[src/rtl/mem_bus_arb_pkg.sv]
// Shared types and constants for the two-requester Avalon bus arbiter.
package mem_bus_arb_pkg;

  // Transfer sequencer states: idle/arbitrate, bus phase, response pulse.
  typedef enum logic [1:0] {
    ST_IDLE = 2'd0,
    ST_BUS  = 2'd1,
    ST_RESP = 2'd2
  } arb_state_t;

  // Requester identifiers; also the bit index in the request/grant vectors.
  localparam logic REQ_FETCH = 1'b0;
  localparam logic REQ_DATA  = 1'b1;

  // Instruction fetches always read a full word.
  localparam logic [3:0] FETCH_BE = 4'hF;

  // Write data is only meaningful on a data write; every other transfer
  // drives zero so the bus never carries stale store data.
  function automatic logic [31:0] sel_wdata(input logic        is_data,
                                            input logic        we,
                                            input logic [31:0] wdata);
    return (is_data && we) ? wdata : 32'h0000_0000;
  endfunction

endpackage

[src/rtl/mem_bus_arbiter_rr_arb2.sv]
// Two-way round-robin grant: the requester not served last wins a tie.
module rr_arb2
  import mem_bus_arb_pkg::*;
(
  input  logic [1:0] i_req,   // bit REQ_FETCH / bit REQ_DATA
  input  logic       i_last,  // ID of the requester served most recently
  output logic [1:0] o_gnt    // one-hot grant, zero when nobody requests
);

  // Combinational grant selection from the request pair and last pointer.
  always_comb begin
    o_gnt = 2'b00;
    case (i_req)
      2'b01:   o_gnt = 2'b01;
      2'b10:   o_gnt = 2'b10;
      2'b11:   o_gnt = (i_last == REQ_DATA) ? 2'b01 : 2'b10;
      default: o_gnt = 2'b00;
    endcase
  end

endmodule

[src/rtl/mem_bus_arbiter.sv]
// Arbitrates a fetch port and a data port onto a single Avalon-MM master.
// One transfer at a time: IDLE (grant) -> BUS (until waitrequest low) ->
// RESP (one-cycle ack) -> IDLE. All bus and requester outputs are registered.
module mem_bus_arbiter
  import mem_bus_arb_pkg::*;
(
  input  logic        clk,
  input  logic        reset,
  // fetch requester
  input  logic        if_req,
  input  logic [31:0] if_addr,
  output logic        if_ack,
  output logic [31:0] if_rdata,
  // data requester
  input  logic        d_req,
  input  logic        d_we,
  input  logic [31:0] d_addr,
  input  logic [31:0] d_wdata,
  input  logic [3:0]  d_be,
  output logic        d_ack,
  output logic [31:0] d_rdata,
  // Avalon master
  output logic [31:0] address,
  output logic [31:0] writedata,
  output logic        read,
  output logic        write,
  output logic [3:0]  byteenable,
  input  logic        waitrequest,
  input  logic [31:0] readdata
);

  arb_state_t  r_state;
  logic        r_last;
  logic        r_gnt;
  logic [31:0] r_address;
  logic [31:0] r_writedata;
  logic        r_read;
  logic        r_write;
  logic [3:0]  r_byteenable;
  logic        r_if_ack;
  logic        r_d_ack;
  logic [31:0] r_if_rdata;
  logic [31:0] r_d_rdata;

  logic [1:0]  w_req;
  logic [1:0]  w_gnt;
  logic        w_any_gnt;
  logic        w_win_data;
  logic [31:0] w_win_addr;
  logic [3:0]  w_win_be;
  logic        w_win_read;
  logic        w_win_write;

  assign w_req = {d_req, if_req};

  rr_arb2 u_rr_arb2 (
    .i_req  (w_req),
    .i_last (r_last),
    .o_gnt  (w_gnt)
  );

  assign w_any_gnt   = |w_gnt;
  assign w_win_data  = w_gnt[REQ_DATA];
  assign w_win_addr  = w_win_data ? d_addr : if_addr;
  assign w_win_be    = w_win_data ? d_be : FETCH_BE;
  assign w_win_read  = w_win_data ? ~d_we : 1'b1;
  assign w_win_write = w_win_data & d_we;

  // Transfer sequencer: grant, hold the bus through stalls, pulse the ack.
  always_ff @(posedge clk or posedge reset) begin
    if (reset) begin
      r_state      <= ST_IDLE;
      r_last       <= REQ_FETCH;
      r_gnt        <= REQ_FETCH;
      r_address    <= 32'h0000_0000;
      r_writedata  <= 32'h0000_0000;
      r_read       <= 1'b0;
      r_write      <= 1'b0;
      r_byteenable <= 4'h0;
      r_if_ack     <= 1'b0;
      r_d_ack      <= 1'b0;
      r_if_rdata   <= 32'h0000_0000;
      r_d_rdata    <= 32'h0000_0000;
    end else begin
      case (r_state)
        ST_IDLE: begin
          r_if_ack <= 1'b0;
          r_d_ack  <= 1'b0;
          if (w_any_gnt) begin
            // Capture the winner's transfer so the bus holds still
            // regardless of what the requester does afterwards.
            r_gnt        <= w_win_data;
            r_last       <= w_win_data;
            r_address    <= w_win_addr;
            r_writedata  <= sel_wdata(w_win_data, d_we, d_wdata);
            r_byteenable <= w_win_be;
            r_read       <= w_win_read;
            r_write      <= w_win_write;
            r_state      <= ST_BUS;
          end else begin
            r_read  <= 1'b0;
            r_write <= 1'b0;
            r_state <= ST_IDLE;
          end
        end
        ST_BUS: begin
          if (!waitrequest) begin
            if (r_read) begin
              if (r_gnt == REQ_DATA) begin
                r_d_rdata <= readdata;
              end else begin
                r_if_rdata <= readdata;
              end
            end
            r_read   <= 1'b0;
            r_write  <= 1'b0;
            r_if_ack <= (r_gnt == REQ_FETCH);
            r_d_ack  <= (r_gnt == REQ_DATA);
            r_state  <= ST_RESP;
          end else begin
            r_state <= ST_BUS;
          end
        end
        ST_RESP: begin
          r_if_ack <= 1'b0;
          r_d_ack  <= 1'b0;
          r_state  <= ST_IDLE;
        end
        default: begin
          r_read   <= 1'b0;
          r_write  <= 1'b0;
          r_if_ack <= 1'b0;
          r_d_ack  <= 1'b0;
          r_state  <= ST_IDLE;
        end
      endcase
    end
  end

  assign address    = r_address;
  assign writedata  = r_writedata;
  assign read       = r_read;
  assign write      = r_write;
  assign byteenable = r_byteenable;
  assign if_ack     = r_if_ack;
  assign d_ack      = r_d_ack;
  assign if_rdata   = r_if_rdata;
  assign d_rdata    = r_d_rdata;

endmodule

[config.mk]
export PLATFORM = sky130hd
export DESIGN_NAME = mem_bus_arbiter
export DESIGN_NICKNAME = d
export VERILOG_FILES = /design/src/rtl/mem_bus_arb_pkg.sv /design/src/rtl/mem_bus_arbiter_rr_arb2.sv /design/src/rtl/mem_bus_arbiter.sv
export SDC_FILE = /design/constraint.sdc
export NUM_CORES = 1
export LEC_CHECK = 0
export CAP_MARGIN = 20
export CORE_MARGIN = 5
export CORE_UTILIZATION = 37
export CTS_CLUSTER_SIZE = 16
export DETAILED_ROUTE_END_ITERATION = 6
export PLACE_DENSITY = 0.79
export REMOVE_ABC_BUFFERS = 1
export SYNTH_ARGS = -nofsm -noshare
export SYNTH_HDL_FRONTEND = slang
export SYNTH_SLANG_ARGS = --single-unit
export TNS_END_PERCENT = 20
[constraint.sdc]
create_clock -name clk -period 4.4 [get_ports clk]
set_input_delay 0.88 -clock clk [delete_from_list [all_inputs] [get_ports clk]]
set_output_delay 0.88 -clock clk [all_outputs]
set_load 0.03 [all_outputs]
==> results of run 1 <==
## worst max-delay path: cells and delay by family
kind | cells | cell delay, ns
buffers and inverters | 2 | 1.02
and+or+nand+nor | 2 | 0.96
muxes | 1 | 0.31
## worst max path at each step
| stage | from | slack [ns] | to | cells past startpoint |
|---|---|---|---|---|
| 2_1_floorplan | reset | -0.20 | address[0] | 1 |
| 3_3_place_gp | waitrequest | 1.11 | d_rdata[29] | 5 |
| 3_5_place_dp | waitrequest | 1.07 | d_rdata[29] | 5 |
| 4_1_cts | waitrequest | 1.51 | d_rdata[29] | 5 |
| 5_1_grt | waitrequest | 1.42 | d_rdata[29] | 5 |
| 6_report | waitrequest | 1.52 | d_rdata[29] | 5 |
## metal layers
metal	track usage	routed length (um)	vias up
met3	0.06781	1525	23
li1	-	-	2076
met2	0.3024	8207	217
met5	0	0	-
met4	0.06159	293	0
met1	0.2244	6915	2223
## cell families (layout without fill, tap and decap cells)
kind of cell           count (synthesis)  count (layout)  share of synthesized area
DFF                                  139             139                     0.6019
buffers and inverters                 35             317                    0.04503
AOI/OAI and AO/OA                    108             108                     0.1284
muxes                                 65              65                     0.1654
and+or+nand+nor                       81              81                    0.05932
## power by group through the flow
stage          registers, mW  clock network, mW  logic (mW)
3_5_place_dp            2.24                  0        3.63
3_3_place_gp            2.21                  0        3.58
2_1_floorplan           3.28                  0       0.970
5_1_grt                 2.30               1.57        3.83
4_1_cts                 2.23               1.51        3.64
6_report                2.22               1.49        3.64
## layout make-up
type,instances,area share
Sequential cell,139,0.3749
Timing Repair Buffer,283,0.3091
Multi-Input combinational cell,254,0.2203
Clock buffer,17,0.04585
Tap cell,211,0.02845
Clock inverter,15,0.02009
Inverter,2,0.001348
## flip-flops by register name, summed over array words and instances (netlist names), 2 cells and up
signal / cells
if_rdata: 32
r_state: 2
byteenable: 4
address: 32
d_rdata: 32
writedata: 32
## placed cells by master, fill, tap and decap left out, types with 2 or more instances in the layout
cell type	netlist	final
o22a_1	4	4
clkinvlp_4	0	4
dfrtp_1	139	139
clkbuf_16	0	17
a31oi_1	33	33
clkinv_4	0	2
bufinv_16	0	3
clkdlybuf4s50_1	0	273
a21oi_1	34	34
mux2_2	4	4
buf_4	3	7
inv_6	0	6
nand2_1	69	69
mux2_4	60	60
a22o_1	32	32
nor2_1	4	3
buf_16	0	3
## cell usage after synthesis, drive strengths merged
library cell	count	share of area
nand2	69	0.045
o2bb2ai	1	0.0015
or2	1	0.0011
a21boi	1	0.0032
and3b	1	0.0015
and2	1	0.0011
and3	1	0.0011
dfrtp	139	0.60
clkbuf	11	0.0071
a21bo	1	0.0017
mux2	64	0.16
nor2	4	0.0026
a21oi	34	0.029
o22a	4	0.0061
o21ai	1	0.00087
a22o	32	0.048
a21o	1	0.0013
buf	22	0.037
nand3b	1	0.0013
nor3b	1	0.0032
a31oi	33	0.036
mux2i	1	0.0017
inv	2	0.0013
nand3	2	0.0026
## through the flow
| stage | worst slack [ns] | cells | hold WS [ns] | utilization | total power [mW] |
|---|---|---|---|---|---|
| 6_report | 1.518 | 921 | 0.4746 | 0.6081 | 7.352 |
| 5_1_grt | 1.415 | 921 | 0.5157 | 0.6081 | 7.697 |
| 4_1_cts | 1.513 | 918 | 0.4792 | 0.6027 | 7.379 |
| 2_1_floorplan | -0.2045 | 395 | 0.4947 | - | 4.251 |
| 3_3_place_gp | 1.110 | 886 | 0.4644 | 0.5626 | 5.788 |
| 3_5_place_dp | 1.071 | 886 | 0.4656 | 0.5626 | 5.867 |
==> results.py, run 1 <==
metrics = {
    "outcome": {
        "status": "complete, no violations",
    },
    "run": {
        "maxCapViolCount": 0,
    },
    "power_and_ir_drop": {
        "p_int_mw": 4.452,
        "p_switching_mw": 2.901,
        "peakVddDrop_uv": 418.7,
        "power_density_nw_per_um2": 792.4,
        "p_comb_frac": 0.495,
        "clockPowerShare": 0.202,
        "pwr-share-seq": 0.303,
        "p_leak_nw": 4.058,
        "swShare": 0.3945,
    },
    "min_path": {
        "hold_depth": 1,
        "hold_class": "flop to flop",
        "hp-start": "write",
        "hold-path-endpoint": "write",
    },
    "global_route": {
        "grt_overflow": 0,
        "antenna_found_initial": 0,
        "grt_pass1_wl_um": 26380,
        "grt_max_degree": 119,
        "gr-usage-all-layers": 0.1838,
        "grt_pass1_vias": 4843,
    },
    "placement": {
        "place.port_buffers": 273,
        "dpl.hpwl_um": 12340,
        "gp_congestion": 0.8643,
        "placed_area_um2": 8584,
    },
    "cells_and_area": {
        "drive_gt1_frac": 0.1592,
        "area.sequential_um2": 3478,
        "num_antenna_cells": 0,
        "multiInputGateArea_um2": 2044,
        "nets": 835,
        "area_growth_syn_to_layout_pct": 60.55,
        "design_area_um2": 9279,
        "fillCellCount": 1163,
    },
    "clocking": {
        "cts-buffers-inserted": 17,
        "cts_tree": "yes",
        "htree_num_levels": 4,
        "hold_buffers": 0,
        "ctsResizeCount": 0,
        "root_buffer": "clkbuf_16",
        "path_clk_slew_ns": 0.06,
        "cts_buffer_depth": 2,
        "insertion_delay_ns": 0.41,
        "clock-sinks": 139,
        "cts_setup_buffers": 0,
    },
    "setup_path": {
        "cp.required_ns": 4.69,
        "startpoint_type": "primary input",
        "cpMaxStageDelayCell": "nand3_2",
        "r2r_cells": 4,
        "r2r_slack_ns": 2.09,
        "crit_type": "primary input to flop",
        "setup.worst_path.end_class": "flop",
        "cpPeakStageDelay_ns": 0.70,
        "rr_endpoint": "d_rdata[29]",
        "crit_fanout": 24,
        "crit_arrival_ns": 3.17,
        "r2r-start": "r_state[1]",
        "path_cells": "clkdlybuf4s50_1 > nor3b_4 > nand3_2 > buf_4 > mux2_4",
    },
    "yosys": {
        "syn_area_um2": 5779,
        "synth_seq_area_share": 0.6019,
        "syn_inst": 428,
        "ys_ff_latch": 139,
        "syn_avg_cell_area_um2": 13.50,
        "ys_types": 30,
        "ys_warn_count": 0,
    },
    "sta": {
        "min_period_ns": 2.882,
        "finalHoldViolCount": 0,
        "clock.fmax_mhz": 347.0,
        "relSlewSlack": 0.4174,
        "finalSetupViolations": 0,
        "rsz0062_at_grt": "false",
        "worstMarginPinSlew_ns": 0.8729,
        "setup-tns-final_ns": 0,
        "clock_skew_ns": 0.01331,
        "min_period_over_period": 0.6550,
        "slew_violations": 0,
    },
    "routing": {
        "route.detailed.drc": 0,
        "vias": 4539,
        "wl_per_cell_um": 18.39,
        "drtAntennaViolNets": 0,
        "viasPerCell": 4.928,
        "drt_iter0_drc": 202,
        "routed_wl_um": 16940,
        "firstDrtPassIters": 4,
    },
    "floorplanning": {
        "die_area_um2": 18220,
        "die_h_um": 135.0,
        "ioPinCount": 274,
        "die_w_um": 135.0,
        "floorplan.initialDensity": 0.3788,
        "fp.coreArea_um2": 15260,
        "fp-row-count": 45,
    },
}
(Power assumes the default switching activity.)
==> inputs of run 2 (changes only) <==
==> constraint.sdc (replaced) <==
create_clock -name clk -period 2.41 [get_ports clk]
set_input_delay 0.482 -clock clk [delete_from_list [all_inputs] [get_ports clk]]
set_output_delay 0.482 -clock clk [all_outputs]
set_load 0.03 [all_outputs]
==> run 2 against run 1 <==
Sequential power grew 83%. Highest routed layer unchanged. Critical path depth decreased by 4. Clock power up 71%. Flip-flop and latch count unchanged. Global-route usage rose by 0.32 points. Count of clock-buffer cells in the layout rose by 3. Cell count increased by 0.22%. Critical endpoint is now read.
==> results.py, run 2 (same netlist as run 1, synthesis figures left out) <==
metrics = {
    "sta": {
        "finalHoldViolCount": 0,
        "relSlewSlack": 0.5867,
        "holdWs_ns": 0.4499,
        "worstMarginPinSlew_ns": 0.6199,
        "min_period_ns": 2.068,
        "clock.fmax_mhz": 483.7,
        "slew_violations": 0,
        "clock_skew_ns": 0.009716,
        "finalSetupViolations": 0,
        "min_period_over_period": 0.8579,
        "rsz0062_at_grt": "false",
    },
    "cells_and_area": {
        "instances_no_fill": 923,
        "design_area_um2": 9269,
        "nets": 838,
        "drive_gt1_frac": 0.1601,
        "fillCellCount": 1181,
        "num_antenna_cells": 0,
        "multiInputGateArea_um2": 2044,
        "area_growth_syn_to_layout_pct": 60.38,
        "final_cell_mix": "273 x clkdlybuf4s50_1, 139 x dfrtp_1, 69 x nand2_1",
        "area.sequential_um2": 3478,
        "final_common_cell": "clkdlybuf4s50_1",
    },
    "power_and_ir_drop": {
        "power_density_nw_per_um2": 1429,
        "p_leak_nw": 4.062,
        "peakVddDrop_uv": 558.6,
    },
    "setup_path": {
        "r2r_cells": 4,
        "cpPeakStageDelay_ns": 0.73,
        "crit_arrival_ns": 1.59,
        "cpMaxStageDelayCell": "clkdlybuf4s50_1",
        "r2r-start": "r_state[0]",
        "cp_num_buf_inv": 1,
        "crit_type": "flop to output pin",
        "rr_endpoint": "byteenable[0]",
        "r2r_slack_ns": 0.71,
        "crit_fanout": 4,
        "cp.required_ns": 1.93,
        "path_cells": "clkdlybuf4s50_1",
        "setup.worst_path.end_class": "output pin",
        "startpoint_type": "flop",
        "cp_top_family": "buffers and inverters",
        "crit_cells": 1,
    },
    "routing": {
        "firstDrtPassIters": 6,
        "drtAntennaViolNets": 0,
        "viasPerCell": 4.919,
        "drt_iter0_drc": 154,
        "route.detailed.drc": 0,
        "vias": 4540,
        "routed_wl_um": 16960,
        "wl_per_cell_um": 18.37,
    },
    "min_path": {
        "hold_class": "primary input to asynchronous set/reset pin",
    },
    "placement": {
        "placed_area_um2": 8692,
        "dpl.hpwl_um": 12570,
        "dp_cells": 892,
        "place.port_buffers": 273,
        "gp_congestion": 0.8154,
    },
    "floorplanning": {
        "ioPinCount": 274,
        "fp.coreArea_um2": 15260,
        "fp-row-count": 45,
        "die_h_um": 135.0,
        "die_w_um": 135.0,
        "die_area_um2": 18220,
        "floorplan.initialDensity": 0.3788,
    },
    "global_route": {
        "gr-usage-all-layers": 0.1870,
        "antenna_found_initial": 0,
        "grt_overflow": 0,
        "grt_pass1_wl_um": 26780,
        "grt_max_degree": 43,
        "grt_pass1_vias": 4946,
    },
    "clocking": {
        "cts-buffers-inserted": 17,
        "htree_num_levels": 4,
        "clock-sinks": 139,
        "path_clk_slew_ns": 0.06,
        "cts_tree": "yes",
        "ctsResizeCount": 0,
        "cts_setup_buffers": 0,
        "cts_buffer_depth": 2,
        "hold_buffers": 0,
        "insertion_delay_ns": 0.41,
        "root_buffer": "clkbuf_16",
    },
    "outcome": {
        "status": "complete, no violations",
    },
    "run": {
        "maxCapViolCount": 0,
    },
}
-- run 2: cell types whose count changed in the layout (fill, tap and decap cells not counted), moves of 2 or more --
cell,delta
inv_6,-4
buf_12,+5
clkinv_2,+3
buf_16,-3
clkbuf_8,+2
-- run 2: area by class of cell --
cell class                 instances  area share
sequential                       139      0.3753
clock buffer                      20     0.04927
inverter                           2    0.001350
multi-input combinational        254      0.2206
timing repair buffer             286      0.3121
clock inverter                    11     0.01296
tap                              211     0.02848
-- run 2: worst max-delay path by stage --
stage	from	to	slack, ns
after floorplan	reset	address[0]	-1.80
after global placement	waitrequest	if_rdata[10]	0.22
after detailed placement	waitrequest	if_rdata[3]	0.20
after CTS	read	read	0.31
after global routing	read	read	0.29
final	read	read	0.34
-- run 2: routing by layer --
layer	global-route usage	part of all wire	up-vias
li1	-	-	2070
met1	0.2328	0.41	2201
met2	0.2985	0.47	241
met3	0.06669	0.096	28
met4	0.07391	0.023	0
met5	0	0	-
-- run 2: through the flow --
step	utilization	power [mW]	setup TNS, ns	setup slack, ns
2_1_floorplan	-	7.761	-282.84	-1.797
3_3_place_gp	0.5697	10.61	0	0.2201
3_5_place_dp	0.5697	10.76	0	0.1986
4_1_cts	0.6075	13.38	0	0.3062
5_1_grt	0.6075	13.89	0	0.2850
6_report	0.6075	13.25	0	0.3425
-- run 2: report_power, final --
part	leakage, nW	total [mW]	internal [mW]	switching, mW
clock	0.278	2.55	1.57	0.984
sequential	1.70	4.07	3.38	0.684
combinational	2.08	6.63	3.08	3.55
